===== config.mk =====
export PLATFORM = sky130hd
export DESIGN_NAME = audio_feed_sample_reader_flat
export DESIGN_NICKNAME = d
export VERILOG_FILES = /design/src/rtl/audio_feed_pkg.sv /design/src/rtl/audio_feed_sample_reader_if.sv /design/src/rtl/audio_feed_sample_fifo.sv /design/src/rtl/audio_feed_sample_reader.sv /design/src/flat_wrapper.sv
export SDC_FILE = /design/constraint.sdc
export NUM_CORES = 1
export LEC_CHECK = 0
export CAP_MARGIN = 10
export CORE_UTILIZATION = 60
export CTS_BUF_LIST = sky130_fd_sc_hd__clkbuf_4
export DETAILED_ROUTE_END_ITERATION = 16
export PLACE_DENSITY = 0.8
export SLEW_MARGIN = 20
export SYNTH_ARGS = -nofsm -noshare
export SYNTH_HDL_FRONTEND = slang
export SYNTH_SLANG_ARGS = --single-unit

===== constraint.sdc =====
create_clock -name clk -period 4.9 [get_ports clk]
set_clock_uncertainty 0.05 [all_clocks]
set_input_delay 0.735 -clock clk [delete_from_list [all_inputs] [get_ports clk]]
set_output_delay 0.735 -clock clk [all_outputs]
set_load 0.02 [all_outputs]

===== src/rtl/audio_feed_pkg.sv =====
// Shared types and default sizing for the audio_feed sample reader.
//   state_t           : reader control states
//   DEF_*             : default widths/depths used by the interface and top
package audio_feed_pkg;

  localparam int unsigned DEF_ADDR_W       = 17;
  localparam int unsigned DEF_DATA_W       = 32;
  localparam int unsigned DEF_NUM_WORDS    = 80000;
  localparam int unsigned DEF_READ_LATENCY = 1;
  localparam int unsigned DEF_FIFO_DEPTH   = 8;

  typedef enum logic [2:0] {
    IDLE  = 3'd0,
    RUN   = 3'd1,
    DRAIN = 3'd2,
    DONE  = 3'd3,
    FLUSH = 3'd4
  } state_t;

endpackage : audio_feed_pkg


===== src/rtl/audio_feed_sample_reader_if.sv =====
// Bus bundle for the sample reader: Avalon-MM read port toward the sample
// RAM plus the Avalon-ST sample stream toward the codec/DSP path.
//   master : the reader (drives mem_* requests and src_data/src_valid)
//   slave  : RAM + stream sink (drives mem_readdata and src_ready)
interface audio_feed_sample_reader_if
  import audio_feed_pkg::*;
#(
  parameter int unsigned ADDR_W = DEF_ADDR_W,
  parameter int unsigned DATA_W = DEF_DATA_W
) ();

  logic [ADDR_W-1:0] mem_address;
  logic              mem_chipselect;
  logic              mem_write;
  logic [3:0]        mem_byteenable;
  logic              mem_clken;
  logic [DATA_W-1:0] mem_readdata;

  logic [DATA_W-1:0] src_data;
  logic              src_valid;
  logic              src_ready;

  modport master (
    output mem_address, mem_chipselect, mem_write, mem_byteenable, mem_clken,
    input  mem_readdata,
    output src_data, src_valid,
    input  src_ready
  );

  modport slave (
    input  mem_address, mem_chipselect, mem_write, mem_byteenable, mem_clken,
    output mem_readdata,
    input  src_data, src_valid,
    output src_ready
  );

endinterface : audio_feed_sample_reader_if


===== src/rtl/audio_feed_sample_fifo.sv =====
// Synchronous show-ahead FIFO: rdata always presents the head entry.
//   clk, reset : clock, synchronous active-high reset
//   push/wdata : write one entry
//   pop        : discard head entry (caller only pops when not empty)
//   clear      : drop all contents
//   rdata      : head entry, count/full/empty : occupancy
module audio_feed_sample_fifo #(
  parameter int unsigned DATA_W = 32,
  parameter int unsigned DEPTH  = 8
) (
  input  logic                   clk,
  input  logic                   reset,
  input  logic                   push,
  input  logic                   pop,
  input  logic                   clear,
  input  logic [DATA_W-1:0]      wdata,
  output logic [DATA_W-1:0]      rdata,
  output logic [$clog2(DEPTH):0] count,
  output logic                   full,
  output logic                   empty
);

  localparam int unsigned PTR_W = $clog2(DEPTH);
  localparam int unsigned CNT_W = PTR_W + 1;

  logic [DATA_W-1:0] mem [DEPTH];
  logic [PTR_W-1:0]  wr_ptr;
  logic [PTR_W-1:0]  rd_ptr;
  logic [CNT_W-1:0]  count_q;

  // Pointer/occupancy bookkeeping; DEPTH is a power of two so pointers wrap.
  always_ff @(posedge clk) begin
    if (reset || clear) begin
      wr_ptr  <= '0;
      rd_ptr  <= '0;
      count_q <= '0;
    end else begin
      if (push) wr_ptr <= wr_ptr + PTR_W'(1);
      if (pop)  rd_ptr <= rd_ptr + PTR_W'(1);
      count_q <= count_q + CNT_W'(push) - CNT_W'(pop);
    end
  end

  // Storage needs no reset; occupancy decides what is visible.
  always_ff @(posedge clk) begin
    if (push) mem[wr_ptr] <= wdata;
  end

  assign rdata = mem[rd_ptr];
  assign count = count_q;
  assign full  = (count_q == CNT_W'(DEPTH));
  assign empty = (count_q == '0);

endmodule : audio_feed_sample_fifo


===== src/rtl/audio_feed_sample_reader.sv =====
// Avalon-MM read master that streams a latched RAM word range out as an
// Avalon-ST sample stream, one-shot or looped. Reads are credit-limited so
// that every outstanding request already owns a FIFO slot.
//   clk, reset            : clock, synchronous active-high reset
//   start/stop            : pulses to begin/abort playback
//   loop_en               : sampled at start; wrap end_addr -> start_addr
//   start_addr/end_addr   : inclusive word range
//   bus (master)          : mem_* read port and src_* stream
//   busy/done/range_err   : status (done and range_err are 1-cycle pulses)
// READ_LATENCY must be >= 1; FIFO_DEPTH must be a power of two >= 2.
module audio_feed_sample_reader
  import audio_feed_pkg::*;
#(
  parameter int unsigned ADDR_W       = DEF_ADDR_W,
  parameter int unsigned DATA_W       = DEF_DATA_W,
  parameter int unsigned NUM_WORDS    = DEF_NUM_WORDS,
  parameter int unsigned READ_LATENCY = DEF_READ_LATENCY,
  parameter int unsigned FIFO_DEPTH   = DEF_FIFO_DEPTH
) (
  input  logic                       clk,
  input  logic                       reset,
  input  logic                       start,
  input  logic                       stop,
  input  logic                       loop_en,
  input  logic [ADDR_W-1:0]          start_addr,
  input  logic [ADDR_W-1:0]          end_addr,
  audio_feed_sample_reader_if.master bus,
  output logic                       busy,
  output logic                       done,
  output logic                       range_err
);

  localparam int unsigned CNT_W = $clog2(FIFO_DEPTH) + 1;
  localparam int unsigned SUM_W = CNT_W + 1;

  state_t              state_q, state_d;
  logic [ADDR_W-1:0]   addr_q, addr_d;
  logic [ADDR_W-1:0]   start_q, end_q;
  logic                loop_q;
  logic                load_d;
  logic                cs_q, cs_d;
  logic                range_err_d;
  logic [READ_LATENCY-1:0] pipe_q;
  logic [READ_LATENCY:0]   pipe_shift;
  logic [CNT_W-1:0]    inflight_q, inflight_d;
  logic [CNT_W-1:0]    fifo_count, count_d;
  logic                fifo_full, fifo_empty, fifo_clear;
  logic [DATA_W-1:0]   fifo_head;
  logic                ret, push, pop, src_valid_c, range_ok;

  // Tag pipe: a request's tag leaves the pipe in the cycle its data is valid.
  assign pipe_shift = {pipe_q, cs_q};
  assign ret        = pipe_q[READ_LATENCY-1];

  // Data returning during FLUSH belongs to an aborted playback.
  assign push        = ret && (state_q != FLUSH);
  assign src_valid_c = !fifo_empty && (state_q != FLUSH);
  assign pop         = src_valid_c && bus.src_ready;
  assign fifo_clear  = (state_q == FLUSH) && (inflight_q == '0);

  assign range_ok = (start_addr <= end_addr) && (32'(end_addr) < NUM_WORDS);

  // Next-cycle occupancy, used to decide the registered request ahead of time.
  assign count_d    = fifo_clear ? '0 : fifo_count + CNT_W'(push) - CNT_W'(pop);
  assign inflight_d = inflight_q + CNT_W'(cs_q) - CNT_W'(ret);

  // Next-state, address and request decision.
  always_comb begin
    state_d     = state_q;
    addr_d      = addr_q;
    load_d      = 1'b0;
    range_err_d = 1'b0;
    case (state_q)
      IDLE: begin
        if (start) begin
          if (range_ok) begin
            state_d = RUN;
            addr_d  = start_addr;
            load_d  = 1'b1;
          end else begin
            range_err_d = 1'b1;
          end
        end
      end
      RUN: begin
        if (stop) begin
          state_d = FLUSH;
        end else if (cs_q) begin
          if (addr_q == end_q) begin
            if (loop_q) addr_d  = start_q;
            else        state_d = DRAIN;
          end else begin
            addr_d = addr_q + ADDR_W'(1);
          end
        end
      end
      DRAIN: begin
        if (stop)                                      state_d = FLUSH;
        else if ((inflight_q == '0) && fifo_empty)     state_d = DONE;
      end
      DONE: state_d = IDLE;
      FLUSH: begin
        if (inflight_q == '0) state_d = IDLE;
      end
      default: state_d = IDLE;
    endcase
    // Issue next cycle only if every outstanding word still has a FIFO slot.
    cs_d = (state_d == RUN) &&
           ((SUM_W'(count_d) + SUM_W'(inflight_d)) < SUM_W'(FIFO_DEPTH));
  end

  // State, request and status registers.
  always_ff @(posedge clk) begin
    if (reset) begin
      state_q    <= IDLE;
      addr_q     <= '0;
      cs_q       <= 1'b0;
      pipe_q     <= '0;
      inflight_q <= '0;
      busy       <= 1'b0;
      done       <= 1'b0;
      range_err  <= 1'b0;
    end else begin
      state_q    <= state_d;
      addr_q     <= addr_d;
      cs_q       <= cs_d;
      pipe_q     <= pipe_shift[READ_LATENCY-1:0];
      inflight_q <= inflight_d;
      busy       <= (state_d != IDLE);
      done       <= (state_d == DONE);
      range_err  <= range_err_d;
    end
  end

  // Playback range captured at an accepted start.
  always_ff @(posedge clk) begin
    if (reset) begin
      start_q <= '0;
      end_q   <= '0;
      loop_q  <= 1'b0;
    end else if (load_d) begin
      start_q <= start_addr;
      end_q   <= end_addr;
      loop_q  <= loop_en;
    end
  end

  audio_feed_sample_fifo #(
    .DATA_W (DATA_W),
    .DEPTH  (FIFO_DEPTH)
  ) u_fifo (
    .clk   (clk),
    .reset (reset),
    .push  (push),
    .pop   (pop),
    .clear (fifo_clear),
    .wdata (bus.mem_readdata),
    .rdata (fifo_head),
    .count (fifo_count),
    .full  (fifo_full),
    .empty (fifo_empty)
  );

  assign bus.mem_address    = addr_q;
  assign bus.mem_chipselect = cs_q;
  assign bus.mem_write      = 1'b0;
  assign bus.mem_byteenable = 4'hF;
  assign bus.mem_clken      = 1'b1;
  assign bus.src_data       = fifo_head;
  assign bus.src_valid      = src_valid_c;

  // Credits make a push into a full FIFO impossible.
  a_no_overflow: assert property (@(posedge clk) disable iff (reset) !(push && fifo_full));

endmodule : audio_feed_sample_reader

===== src/flat_wrapper.sv =====
// flat-port wrapper written by rule: the top's interface ports become plain ports
module audio_feed_sample_reader_flat import audio_feed_pkg::*;
#(
  parameter int unsigned ADDR_W       = DEF_ADDR_W,
  parameter int unsigned DATA_W       = DEF_DATA_W,
  parameter int unsigned NUM_WORDS    = DEF_NUM_WORDS,
  parameter int unsigned READ_LATENCY = DEF_READ_LATENCY,
  parameter int unsigned FIFO_DEPTH   = DEF_FIFO_DEPTH
)
  (clk, reset, start, stop, loop_en, start_addr, end_addr, busy, done, range_err, bus_mem_address, bus_mem_chipselect, bus_mem_write, bus_mem_byteenable, bus_mem_clken, bus_mem_readdata, bus_src_data, bus_src_valid, bus_src_ready);
  audio_feed_sample_reader_if #(.ADDR_W(ADDR_W), .DATA_W(DATA_W)) bus_i ();
  input  logic clk;
  input  logic reset;
  input  logic start;
  input  logic stop;
  input  logic loop_en;
  input  logic [ADDR_W-1:0] start_addr;
  input  logic [ADDR_W-1:0] end_addr;
  output logic busy;
  output logic done;
  output logic range_err;
  output wire logic [$bits(bus_i.mem_address)-1:0] bus_mem_address;
  output wire logic [$bits(bus_i.mem_chipselect)-1:0] bus_mem_chipselect;
  output wire logic [$bits(bus_i.mem_write)-1:0] bus_mem_write;
  output wire logic [$bits(bus_i.mem_byteenable)-1:0] bus_mem_byteenable;
  output wire logic [$bits(bus_i.mem_clken)-1:0] bus_mem_clken;
  input wire logic [$bits(bus_i.mem_readdata)-1:0] bus_mem_readdata;
  output wire logic [$bits(bus_i.src_data)-1:0] bus_src_data;
  output wire logic [$bits(bus_i.src_valid)-1:0] bus_src_valid;
  input wire logic [$bits(bus_i.src_ready)-1:0] bus_src_ready;
  assign bus_mem_address = bus_i.mem_address;
  assign bus_mem_chipselect = bus_i.mem_chipselect;
  assign bus_mem_write = bus_i.mem_write;
  assign bus_mem_byteenable = bus_i.mem_byteenable;
  assign bus_mem_clken = bus_i.mem_clken;
  assign bus_i.mem_readdata = bus_mem_readdata;
  assign bus_src_data = bus_i.src_data;
  assign bus_src_valid = bus_i.src_valid;
  assign bus_i.src_ready = bus_src_ready;
  audio_feed_sample_reader #(.ADDR_W(ADDR_W), .DATA_W(DATA_W), .NUM_WORDS(NUM_WORDS), .READ_LATENCY(READ_LATENCY), .FIFO_DEPTH(FIFO_DEPTH)) u_core (.clk(clk), .reset(reset), .start(start), .stop(stop), .loop_en(loop_en), .start_addr(start_addr), .end_addr(end_addr), .bus(bus_i), .busy(busy), .done(done), .range_err(range_err));
endmodule

==> summary.txt <==
Detailed routing
  – Routed Wire Length: 30.0 mm
  – Detail Route Antenna Nets: 0
  – Iteration-0 DRC count of the detailed router: 611
  – Routed vias: 8377
  – Detailed Routing Iterations Pass 1: 5
  – Via density: 5.77
  – Routed len/inst: 20.7 um
  – Remaining DRCs: 0

Cells and area
  – Fin nets: 1178
  – Most frequent cells in the layout: edfxtp_1 (256), clkbuf_4 (127), clkdlybuf4s50_1 (124), dfxtp_1 (74), nor2_1 (66)
  – Share of layout cells above drive strength 1: 25.7%
  – Most common cell after layout, fill and taps aside: edfxtp_1
  – Area Growth Syn to Fin: 19.6%

Setup path
  – R2R depth: 13
  – CP startpoint kind: register
  – CP max FO: 34
  – CP required: 4.12 ns
  – CP Capture Type: primary output
  – Crit path kind: register to primary output
  – Crit path DAT: 3.26 ns

Timing
  – Slew of the pin with the lowest slew margin: 1.04 ns
  – Setup TNS Final: 0 ns
  – Final Slew Violations: 0
  – RSZ-0062 raised after global routing: false
  – Period Utilization, post-route: 82.5%
  – Final setup violation count: 0
  – Achievable Freq: 0.248 GHz
  – WHS: 0.440 ns
  – Worst slew margin: 30.9%
  – Period minus WS final: 4.04 ns
  – Final hold vios: 0

Floorplan
  – Core Rows: 55
  – Starting Density: 62.0%
  – # IOs: 132
  – DIE HEIGHT: 156 um
  – Core area: 22900 um^2
  – Die W: 156 um
  – Die area: 24300 um^2

Synthesis
  – Sequential fraction of the synthesis area: 65.0%
  – Post-synth ARST share: 0%
  – Cell Area, Synth: 14200 um^2
  – Synth Register Bits: 333
  – Mapped Cells: 888
  – Main synth FF type: edfxtp_1
  – Yosys warning total: 0
  – EDFF count, synth: 256
  – Synth area leader: edfxtp_1
  – Area share of the largest cell type after synthesis: 54.1%
  – Avg Cell Area, Syn: 16.0 um^2
  – Top post-synthesis cells by area: edfxtp_1 (54%), dfxtp_1 (11%), mux4_2 (10%)
  – Netlist cell types: 50

Place
  – GPL Wtd Cong: 0.849
  – DPL Wire Length: 18.3 mm
  – IO buf count: 125

Global routing
  – First-pass GRT wire length: 46.7 mm
  – Largest net degree at the start of global routing: 38
  – Vias in the first global route: 8685
  – Antenna violations before repair: 2
  – GR Overflow Total: 0
  – All-Layer GR Usage: 25.7%

Clock network
  – Post-CTS Setup Inserts: 0
  – Post-cts resize count: 0
  – H-tree depth: 3
  – Clock sinks: 333
  – Clk Latency, worst-skew pair: 0.71 ns
  – CTS root buffer: clkbuf_4
  – Cts hold-fix bufs: 0
  – TritonCTS Buffers: 85
  – Clk slew on worst S/H paths: 0.07 ns
  – Clk buf depth: 3
  – CTS tree: done

Pwr
  – P_int: 5.65 mW
  – VDD IR max: 0.255 mV
  – Sequential share of power: 42.8%
  – Sw power: 2.22 mW
  – Pwr/cell area: 464 nW/um^2
  – Sw frac: 28.2%
  – Comb power frac: 25.2%
  – Static leakage: 5.83 nW
  – Clock power share: 31.9%

Flow run
  – Max-Cap Viols: 0

Worst hold path
  – Worst hold path class: register to register
  – Hold Path Stages: 2

Status
  – Status: finished clean
## logic make-up after synthesis
logic type	synth area share, %
simple gates	5.59
fa+ha+maj	3.19
compound gates	3.53
xor+xnor	2.41
other cells	0.0529
buf+inv	2.93
flops	65.0
mux	17.3
## power groups by stage
stage                     clock (mW)  combinational, mW  sequential, mW
after global routing            2.73               2.16            3.40
after floorplan                    0               1.43            3.33
final                           2.51               1.99            3.37
after detailed placement           0               1.99            3.44
after CTS                       2.57               2.01            3.38
after global placement             0               1.94            3.43
## cells in the mapped netlist, drive strengths merged, types with 6 or more instances
library cell / instances
xor2: 16
dfxtp: 77
nor2: 72
nand3: 9
nor3: 12
o21ai: 8
a21oi: 29
mux2: 44
inv: 33
nand2: 25
a211oi: 19
xnor2: 23
nand2b: 6
mux4: 64
nor4: 6
mux2i: 52
edfxtp: 256
clkbuf: 23
buf: 28
ha: 33
nand4: 13
nor2b: 7
## critical path, stage by stage, from the launching register on
cell and delay, ns:
dfxtp_4 0.76, buf_12 0.36, mux4_2 0.55, mux2_2 0.28, clkdlybuf4s50_1 0.61
## per-layer routing
layer  track usage, %  part of all wire (%)  vias to the layer above
met1             32.8                    42                     4205
li1                 -                     -                     3821
met4             10.8                   2.3                        2
met2             42.7                    50                      296
met5                0                 0.040                        -
met3             5.86                   6.2                       53
## per-stage QoR
step	cells	area [um^2]	power, mW	setup slack (ns)	utilization (%)
floorplan	892	14200	4.75	0.956	-
global placement	1297	15800	5.37	1.22	68.9
detailed placement	1297	15800	5.43	1.08	68.9
CTS	1452	17000	7.95	0.754	74.1
global route	1453	17000	8.29	0.673	74.1
finish	1453	17000	7.88	0.860	74.1
## sequential cells by signal, indices dropped and copies added, names as in the netlist, 3 cells and up, named ones only
signal / cells
u_core.u_fifo.wr_ptr: 3
u_core.end_q: 17
u_core.state_q: 3
u_core.u_fifo.count: 4
u_core.inflight_q: 4
u_core.bus.mem_address: 17
u_core.start_q: 17
u_core.u_fifo.rd_ptr: 3
u_core.u_fifo.mem: 256
## cell type report
| cell class | instances | area, um^2 |
|---|---|---|
| clock buffer | 127 | 953 |
| timing repair buffer | 143 | 1410 |
| multi-input combinational | 475 | 4640 |
| fill | 1397 | 5930 |
| antenna | 1 | 2.50 |
| inverter | 33 | 124 |
| sequential | 333 | 9240 |
| clock inverter | 28 | 233 |
| tap | 313 | 392 |
## path summary, 6_finish.rpt
kind / from / endpoint / slack [ns]
max: register / bus_src_data[0] / 0.86
min reg2reg: u_core.start_q[4] / u_core.start_q[4] / 0.44
min: u_core.start_q[4] / u_core.start_q[4] / 0.44
max reg2reg: u_core.state_q[0] / u_core.bus.mem_chipselect / 1.32
Note: power is estimated with default switching activity, not from simulation.
